### src/rtl/icache_pkg.sv
// Shared definitions for the instruction cache: FSM state encoding and
// default geometry. Derived address-field widths live in the modules.
package icache_pkg;

   localparam int unsigned ICACHE_LINES          = 8;
   localparam int unsigned ICACHE_WORDS_PER_LINE = 4;

   typedef enum logic {
      IDLE = 1'b0,
      FILL = 1'b1
   } fill_state_t;

endpackage

### src/rtl/icache_line_array.sv
// Line storage for the instruction cache: valid bits, tags and data words.
// One combinational read port, one word write port plus a tag write.
// Valid bits clear asynchronously on reset and synchronously on clear_all.
module icache_line_array #(
   parameter int unsigned LINES          = 8,
   parameter int unsigned WORDS_PER_LINE = 4,
   parameter int unsigned IDX_W          = 3,
   parameter int unsigned WORD_W         = 2,
   parameter int unsigned TAG_W          = 25
) (
   input  logic              clk,
   input  logic              rst_b,
   input  logic              clear_all,
   input  logic [IDX_W-1:0]  rd_idx,
   input  logic [WORD_W-1:0] rd_word,
   output logic              rd_valid,
   output logic [TAG_W-1:0]  rd_tag,
   output logic [31:0]       rd_data,
   input  logic              wr_en,
   input  logic [IDX_W-1:0]  wr_idx,
   input  logic [WORD_W-1:0] wr_word,
   input  logic [31:0]       wr_data,
   input  logic              tag_we,
   input  logic [TAG_W-1:0]  tag_wdata,
   input  logic              set_valid
);

   logic [LINES-1:0]                           valid;
   logic [LINES-1:0][TAG_W-1:0]                tags;
   logic [LINES-1:0][WORDS_PER_LINE-1:0][31:0] data;

   // Valid bits: clear beats set so a flush on the last refill beat wins
   always_ff @(posedge clk or negedge rst_b) begin
      if (!rst_b)
         valid <= '0;
      else if (clear_all)
         valid <= '0;
      else if (set_valid)
         valid[wr_idx] <= 1'b1;
   end

   // Tag and data storage need no reset; valid gates every use
   always_ff @(posedge clk) begin
      if (tag_we)
         tags[wr_idx] <= tag_wdata;
      if (wr_en)
         data[wr_idx][wr_word] <= wr_data;
   end

   // Combinational read port
   always_comb begin
      rd_valid = valid[rd_idx];
      rd_tag   = tags[rd_idx];
      rd_data  = data[rd_idx][rd_word];
   end

endmodule

### src/rtl/inst_cache.sv
// Direct-mapped read-only instruction cache. Hits return the word
// combinationally; misses stall fetch and refill the whole line in order
// from word 0 over a req/ack word interface.
// Optional: ICACHE_STATS_EN adds hit_count / miss_count outputs.
module inst_cache
   import icache_pkg::*;
#(
   parameter int unsigned LINES          = ICACHE_LINES,
   parameter int unsigned WORDS_PER_LINE = ICACHE_WORDS_PER_LINE
) (
   input  logic        clk,
   input  logic        rst_b,
   input  logic [31:0] inst_addr,
   input  logic        flush,
   output logic [31:0] inst,
   output logic        inst_valid,
   output logic        stall,
   output logic        mem_req,
   output logic [31:0] mem_addr,
   input  logic [31:0] mem_rdata,
   input  logic        mem_ack
`ifdef ICACHE_STATS_EN
   ,
   output logic [31:0] hit_count,
   output logic [31:0] miss_count
`endif
);

   localparam int unsigned WORD_W = $clog2(WORDS_PER_LINE);
   localparam int unsigned IDX_W  = $clog2(LINES);
   localparam int unsigned TAG_W  = 30 - WORD_W - IDX_W;
   localparam logic [WORD_W-1:0] LAST_WORD = WORD_W'(WORDS_PER_LINE - 1);

   fill_state_t state, state_nxt;

   logic [WORD_W-1:0] word;
   logic [IDX_W-1:0]  idx;
   logic [TAG_W-1:0]  tag;
   logic              unused_addr_bits;

   logic [TAG_W-1:0]  fill_tag;
   logic [IDX_W-1:0]  fill_idx;
   logic [WORD_W-1:0] count;
   logic              aborted;

   logic              rd_valid;
   logic [TAG_W-1:0]  rd_tag;
   logic [31:0]       rd_data;

   logic              lookup_match;
   logic              miss_start;
   logic              beat_ack;
   logic              last_beat;

   assign word             = inst_addr[2 +: WORD_W];
   assign idx              = inst_addr[2 + WORD_W +: IDX_W];
   assign tag              = inst_addr[31 -: TAG_W];
   assign unused_addr_bits = ^inst_addr[1:0];

   assign lookup_match = rd_valid && (rd_tag == tag);
   // A flush cycle neither hits nor launches a refill; the lookup retries next cycle
   assign miss_start   = (state == IDLE) && !flush && !lookup_match;
   assign beat_ack     = (state == FILL) && mem_ack;
   assign last_beat    = beat_ack && (count == LAST_WORD);

   icache_line_array #(
      .LINES          (LINES),
      .WORDS_PER_LINE (WORDS_PER_LINE),
      .IDX_W          (IDX_W),
      .WORD_W         (WORD_W),
      .TAG_W          (TAG_W)
   ) u_array (
      .clk       (clk),
      .rst_b     (rst_b),
      .clear_all (flush),
      .rd_idx    (idx),
      .rd_word   (word),
      .rd_valid  (rd_valid),
      .rd_tag    (rd_tag),
      .rd_data   (rd_data),
      .wr_en     (beat_ack),
      .wr_idx    (fill_idx),
      .wr_word   (count),
      .wr_data   (mem_rdata),
      .tag_we    (last_beat),
      .tag_wdata (fill_tag),
      .set_valid (last_beat && !aborted && !flush)
   );

   // FSM state register
   always_ff @(posedge clk or negedge rst_b) begin
      if (!rst_b)
         state <= IDLE;
      else
         state <= state_nxt;
   end

   // FSM next state: leave IDLE on a miss, return after the last beat
   always_comb begin
      state_nxt = state;
      case (state)
         IDLE:    if (miss_start) state_nxt = FILL;
         FILL:    if (last_beat)  state_nxt = IDLE;
         default: state_nxt = IDLE;
      endcase
   end

   // FSM outputs: fetch-side result and refill request
   always_comb begin
      inst_valid = lookup_match && (state == IDLE) && !flush;
      inst       = inst_valid ? rd_data : 32'h0000_0000;
      stall      = !inst_valid;
      mem_req    = (state == FILL);
      mem_addr   = mem_req ? {fill_tag, fill_idx, count, 2'b00} : 32'h0000_0000;
   end

   // Refill bookkeeping: capture line on miss, count beats, note aborts
   always_ff @(posedge clk or negedge rst_b) begin
      if (!rst_b) begin
         fill_tag <= '0;
         fill_idx <= '0;
         count    <= '0;
         aborted  <= 1'b0;
      end else if (miss_start) begin
         fill_tag <= tag;
         fill_idx <= idx;
         count    <= '0;
         aborted  <= 1'b0;
      end else if (state == FILL) begin
         if (flush)
            aborted <= 1'b1;
         if (beat_ack)
            count <= count + 1'b1;
      end
   end

`ifdef ICACHE_STATS_EN
   // Hit and miss event counters, free-running modulo 2^32
   always_ff @(posedge clk or negedge rst_b) begin
      if (!rst_b) begin
         hit_count  <= '0;
         miss_count <= '0;
      end else begin
         if (inst_valid)
            hit_count <= hit_count + 32'd1;
         if (miss_start)
            miss_count <= miss_count + 32'd1;
      end
   end
`endif

endmodule

### config.mk
export PLATFORM = sky130hd
export DESIGN_NAME = inst_cache
export DESIGN_NICKNAME = d
export VERILOG_FILES = /design/src/rtl/icache_pkg.sv /design/src/rtl/icache_line_array.sv /design/src/rtl/inst_cache.sv
export SDC_FILE = /design/constraint.sdc
export NUM_CORES = 1
export LEC_CHECK = 0
export BUFFER_PORTS_ARGS = -buffer_cell sky130_fd_sc_hd__buf_2
export CAP_MARGIN = 10
export CELL_PAD_IN_SITES_DETAIL_PLACEMENT = 2
export CELL_PAD_IN_SITES_GLOBAL_PLACEMENT = 2
export CORE_ASPECT_RATIO = 0.5
export CORE_MARGIN = 5
export CORE_UTILIZATION = 45
export CTS_CLUSTER_DIAMETER = 40
export CTS_CLUSTER_SIZE = 8
export DETAILED_ROUTE_END_ITERATION = 10
export PLACE_DENSITY_LB_ADDON = 0.1
export SLEW_MARGIN = 10
export SYNTH_ARGS = -nofsm -noshare
export SYNTH_HDL_FRONTEND = slang
export SYNTH_SLANG_ARGS = --single-unit
### constraint.sdc
create_clock -name clk -period 4.71 [get_ports clk]
set_clock_uncertainty 0.05 [all_clocks]
set_input_delay 1.1775 -clock clk [delete_from_list [all_inputs] [get_ports clk]]
set_output_delay 1.1775 -clock clk [all_outputs]
set_load 0.005 [all_outputs]
# After elaboration in Yosys (flattened, before gate mapping)
# Cells that the tools add are included.
dict set report word_totals {
  regBits 1264
  in_bits 68
  out_inout_bits 67
  word_cells 109
}
dict set report op_classes {
  addsub 1
  magnitude_cmp 6
  n_eq_ne 2
  mux 31
  n_bitwise 2
  n_reduce_logical 21
}
# op count
set ops {}
lappend ops {{1024-bit bitwise mux} 1}
lappend ops {{128-bit binary-select mux with 3-bit select} 1}
lappend ops {{128-bit demux with 3-bit select} 1}
lappend ops {{128-bit 2-to-1 mux} 2}
lappend ops {{200-bit bitwise mux} 1}
lappend ops {{32-bit 2-to-1 mux} 4}
lappend ops {{25-bit binary-select mux with 3-bit select} 1}
lappend ops {{25-bit demux with 3-bit select} 1}
lappend ops {{32-bit binary-select mux with 2-bit select} 1}
lappend ops {{32-bit demux with 2-bit select} 1}
lappend ops {{25-bit 2-to-1 mux} 2}
lappend ops {{25-bit == test} 1}
lappend ops {{8-bit 2-to-1 mux} 2}
lappend ops {{1-bit logical AND} 11}
lappend ops {{3-bit by 4-bit < comparator with 1-bit output (second input constant)} 2}
lappend ops {{8-bit OR} 1}
lappend ops {{2-bit nonzero test} 4}
lappend ops {{1-bit 2-to-1 mux} 7}
lappend ops {{2-bit by 3-bit < comparator with 1-bit output (second input constant)} 2}
lappend ops {{2-bit 2-to-1 mux} 3}
lappend ops {{1-bit logical NOT} 4}
lappend ops {{2-bit AND reduction} 2}
lappend ops {{1-bit binary-select mux with 3-bit select} 1}
lappend ops {{1-bit demux with 3-bit select} 1}
lappend ops {{6 further kinds} 6}

# Depth between registers and ports, before layout
dict set report depth {
  depth_word 8
  mapped_depth 13
  ltp_nobuf 7
}

# Hierarchy
# Synthesis repeated with hierarchy kept, for this count alone.
dict set report hier_totals {
  cells_unflattened 2754
  hier_area_um2 49857.8
}
# mod instances cells_per_inst area_each_um2 seq_area_each_um2
set modules_own_cells {}
lappend modules_own_cells {icache_line_array 1 2566 47842.1 36955.4}
lappend modules_own_cells {inst_cache 1 188 2015.7 800.8}

# Least setup slack after synthesis
# OpenSTA, ideal clock, no wires.
dict set report synth_path {
  kind {input -> output}
  startpoint {input inst_addr[5]}
  endpoint {output inst[10]}
  arrival_ns 3.545
  path_slack_ns -0.062
  path_stages 10
  n_path_buf 6
  cell_sequence {buf_2 -> buf_6 -> buf_4 -> buf_2 -> buf_1 -> clkbuf_1 -> mux4_2 -> mux4_2 -> mux2i_1 -> nor2_1}
}
dict set report synth_between {
  elab_chain_cells 7
}
# element line
set synth_lines {}
lappend synth_lines {{from (decl)} inst_cache.sv:13} ;# input logic [31:0] inst_addr,
lappend synth_lines {{25-bit binary-select mux with 3-bit select} icache_line_array.sv:53} ;# rd_tag = tags[rd_idx];
lappend synth_lines {{25-bit 2-to-1 mux (not written as such)} icache_line_array.sv:53}
lappend synth_lines {{25-bit == test} inst_cache.sv:60} ;# assign lookup_match = rd_valid && (rd_tag == tag);
lappend synth_lines {{1-bit logical AND} inst_cache.sv:60}
lappend synth_lines {{1-bit logical AND (2 in series)} inst_cache.sv:110} ;# inst_valid = lookup_match && (state == IDLE) && !flush;
lappend synth_lines {{32-bit 2-to-1 mux (*)} inst_cache.sv:111} ;# inst = inst_valid ? rd_data : 32'h0000_0000;
lappend synth_lines {{to (decl)} inst_cache.sv:15} ;# output logic [31:0] inst,
# Every way passes the cells marked *; elsewhere a longest branch is shown, timed or not. The select of a mux whose other input is x is not followed.

# Worst setup path in the final report
dict set report layout_path {
  startpoint {input inst_addr[4]}
  endpoint {output inst[5]}
}
# The elaborated chain is that of the path after synthesis.

==> results.json <==
{
  "status": "finished, violations left",
  "violations": "setup timing",
  "die_area_um2": 118100,
  "io_pins": 135,
  "cellPowerDensity_nw_per_um2": 481.7,
  "gp_congestion": 0.7203,
  "rsz0062_at_grt": "yes",
  "slew_headroom_pct": 26.06,
  "power_mw": 28.34,
  "start_kind": "input port",
  "htree_levels": 4,
  "num-nets-final": 2713,
  "drcViolationCount": 0,
  "ys_async_sr_fraction_pct": 3.165,
  "antenna_found_initial": 6,
  "grt_pass1_vias": 28560,
  "cts_hold_buf": 0,
  "syn_area_um2": 49930,
  "critPathMaxFanout": 34,
  "fp.dieH_um": 245.5,
  "synth_top_cell_area_share_pct": 73.62,
  "crit_type": "input port to primary output",
  "wl_per_cell_um": 36.80,
  "drtPass1Iterations": 5,
  "drt_iter0_markers": 3180,
  "ys_top_cells_by_area": "edfxtp_1 (74%), mux4_2 (16%), dfrtp_1 (2.0%)",
  "cts.path.max_buffers": 3,
  "finalNonFillerCells": 4196,
  "end_kind": "primary output",
  "floorplan.initialDensity_pct": 45.36,
  "final_cell_mix": "edfxtp_1 (1,224), mux4_2 (353), clkbuf_16 (182)",
  "yosysUniqueCellTypes": 52,
  "rows": 86,
  "vias": 26220,
  "post-synth-top-area-cell": "edfxtp_1",
  "clock_insertion_delay_worst_skew_ps": 780,
  "hp-class": "input port to async pin",
  "cts.sinks": 1264,
  "layout_commonest_cell": "edfxtp_1",
  "synth-seq-cells": 1264,
  "pre_cts_slack_ps": -578.4,
  "grt_usage_pct": 26.27,
  "fillers": 9350,
  "core-area_um2": 110100,
  "cts-root-buf": "clkbuf_16",
  "synth_cells": 2301,
  "synth-seq-area-share_pct": 75.62,
  "drive_gt1_share_pct": 33.67,
  "dpl.hpwl_mm": 86.10,
  "setup_violations": 34,
  "fin_crit_ps": 5024,
  "portBuffers": 130,
  "max_freq_mhz": 199.1,
  "grt_start_max_net_pins": 58,
  "fp.dieW_um": 481.1,
  "cellLeakagePower_nw": 19.27,
  "tightest_slew_ps": 1106,
  "fin_area_um2": 58840,
  "overflow": 0,
  "routed_wl_mm": 154.4,
  "yosys_warnings": 0,
  "cp.arrival_ps": 3800,
  "synth-edff-count": 1224,
  "cts_tree": "yes",
  "final-hold-violation-count": 0,
  "ys.flop_type": "edfxtp_1",
  "post-route-period-util_pct": 106.7,
  "grt_pass1_wl_mm": 217.8,
  "numPlacedInstances": 3957,
  "slew_violations": 0,
  "avgSynthCellArea_um2": 21.70,
  "cp.required_ps": 3480,
  "place_area_um2": 53880,
  "maxCapViolations": 0,
  "ant_nets": 0,
  "irDropWorstVdd_v": 0.0003728,
  "setup_tns_ps": -8590,
  "syn2layout_area_growth_pct": 17.85,
  "numCtsBuffers": 176,
  "clk_pin_slew_ps": 50,
  "r2r_slack_ps": 1330,
  "vias_per_cell": 6.248,
  "postLayoutSetupSlackWorst_ps": -313.6
}
[report_power, final]
group | switching [mW] | internal (mW) | leakage (nW)
Combinational | 1.82 | 1.13 | 5.45
Clock | 4.75 | 6.90 | 2.36
Sequential | 0.501 | 13.2 | 11.5
Total | 7.07 | 21.3 | 19.3
[worst max-delay path: stages]
cell      delay, ps
buf_12          100
buf_12          160
mux4_2          540
mux2i_4         190
xor2_2          250
o211ai_1        180
nor4_4          280
buf_4           160
nand4_1         140
buf_12          220
nor2_1          190
buf_2           140
[layer usage]
| layer | up-vias | global-route usage, % | share of wire (%) |
|---|---|---|---|
| met5 | - | 0 | 0 |
| met2 | 1257 | 42.93 | 49 |
| met1 | 14410 | 36.46 | 41 |
| met3 | 242 | 4.988 | 7.3 |
| met4 | 0 | 7.598 | 2.4 |
| li1 | 10300 | - | - |
[cells by family (layout without fill, tap and decap cells)]
group	Yosys count	after routing	share of synthesized area [%]
and+or+nand+nor	279	279	2.839
adders and majority gates	4	4	0.1002
DFF	1264	1264	75.62
muxes	440	440	17.77
buffers and inverters	171	566	1.541
xor gates and xnor gates	18	18	0.3308
other	1	5	0.007511
AOI/OAI and AO/OA	124	124	1.792
[synth_stat cells (2+ instances only)]
cell type and instances:
or4_1 27, nor2_1 92, nand3_1 11, edfxtp_1 1224, nor3_1 33, buf_1 26
mux4_2 353, dfrtp_1 40, nor4_1 2, clkbuf_1 65, xor2_1 16, ha_1 4
buf_6 6, a211o_1 27, buf_4 8, or2_2 2, a22oi_1 39, o22a_1 2
or2_1 2, nor2b_1 3, o21ai_0 28, mux4_1 2, o211ai_1 3, buf_2 33
nand2_1 34, mux2_2 4, inv_1 32, a22o_1 4, and3_1 5, a31oi_1 3
mux2i_1 80, and2_1 58, a21oi_1 10, nand4_1 5
[registers in the layout (all words and copies together) (netlist names)]
| register | flops |
|---|---|
| fill_idx | 3 |
| u_array.data | 1024 |
| mem_req | 1 |
| fill_tag | 25 |
| count | 2 |
| u_array.tags | 200 |
| u_array.valid | 8 |
| aborted | 1 |
[per-stage QoR]
stage | hold WS [ps] | utilization [%]
2_1_floorplan | 407.3 | -
3_3_place_gp | 427.5 | 48.95
3_5_place_dp | 439.6 | 48.95
4_1_cts | 230.4 | 53.42
5_1_grt | 265.0 | 53.45
6_report | 269.0 | 53.45
[worst paths after layout]
check | start | endpoint | cells after the start
setup reg to reg | mem_req | u_array.data[804] | 3
hold reg to reg | u_array.valid[2] | u_array.valid[2] | 2
hold / removal | rst_b | fill_tag[14] | 1
setup / recovery | inst_addr[4] | inst[5] | 12
min in group clk | u_array.valid[2] | u_array.valid[2] | 2
max in group asynchronous | rst_b | mem_req | 2
[layout make-up]
type | instances | area, um2 | share of cell area, %
multi-input cells | 867 | 11780 | 20.03
inverters | 32 | 120.1 | 0.2041
well taps | 1496 | 1872 | 3.181
flip-flops and latches | 1264 | 37760 | 64.17
diodes | 3 | 7.507 | 0.01276
repair buffers | 300 | 2445 | 4.155
clock buffers | 224 | 4712 | 8.008
clock inverters | 10 | 145.1 | 0.2467
[repair_timing]
| item | CTS | global route |
|---|---|---|
| pin swaps | 3 | 3 |
| setup endpoints to repair | 34 | 34 |
| setup buffers | 0 | 2 |
| cloned | 0 | 0 |
| resized for setup | 10 | 5 |
Note: power is estimated with default switching activity, not from simulation.
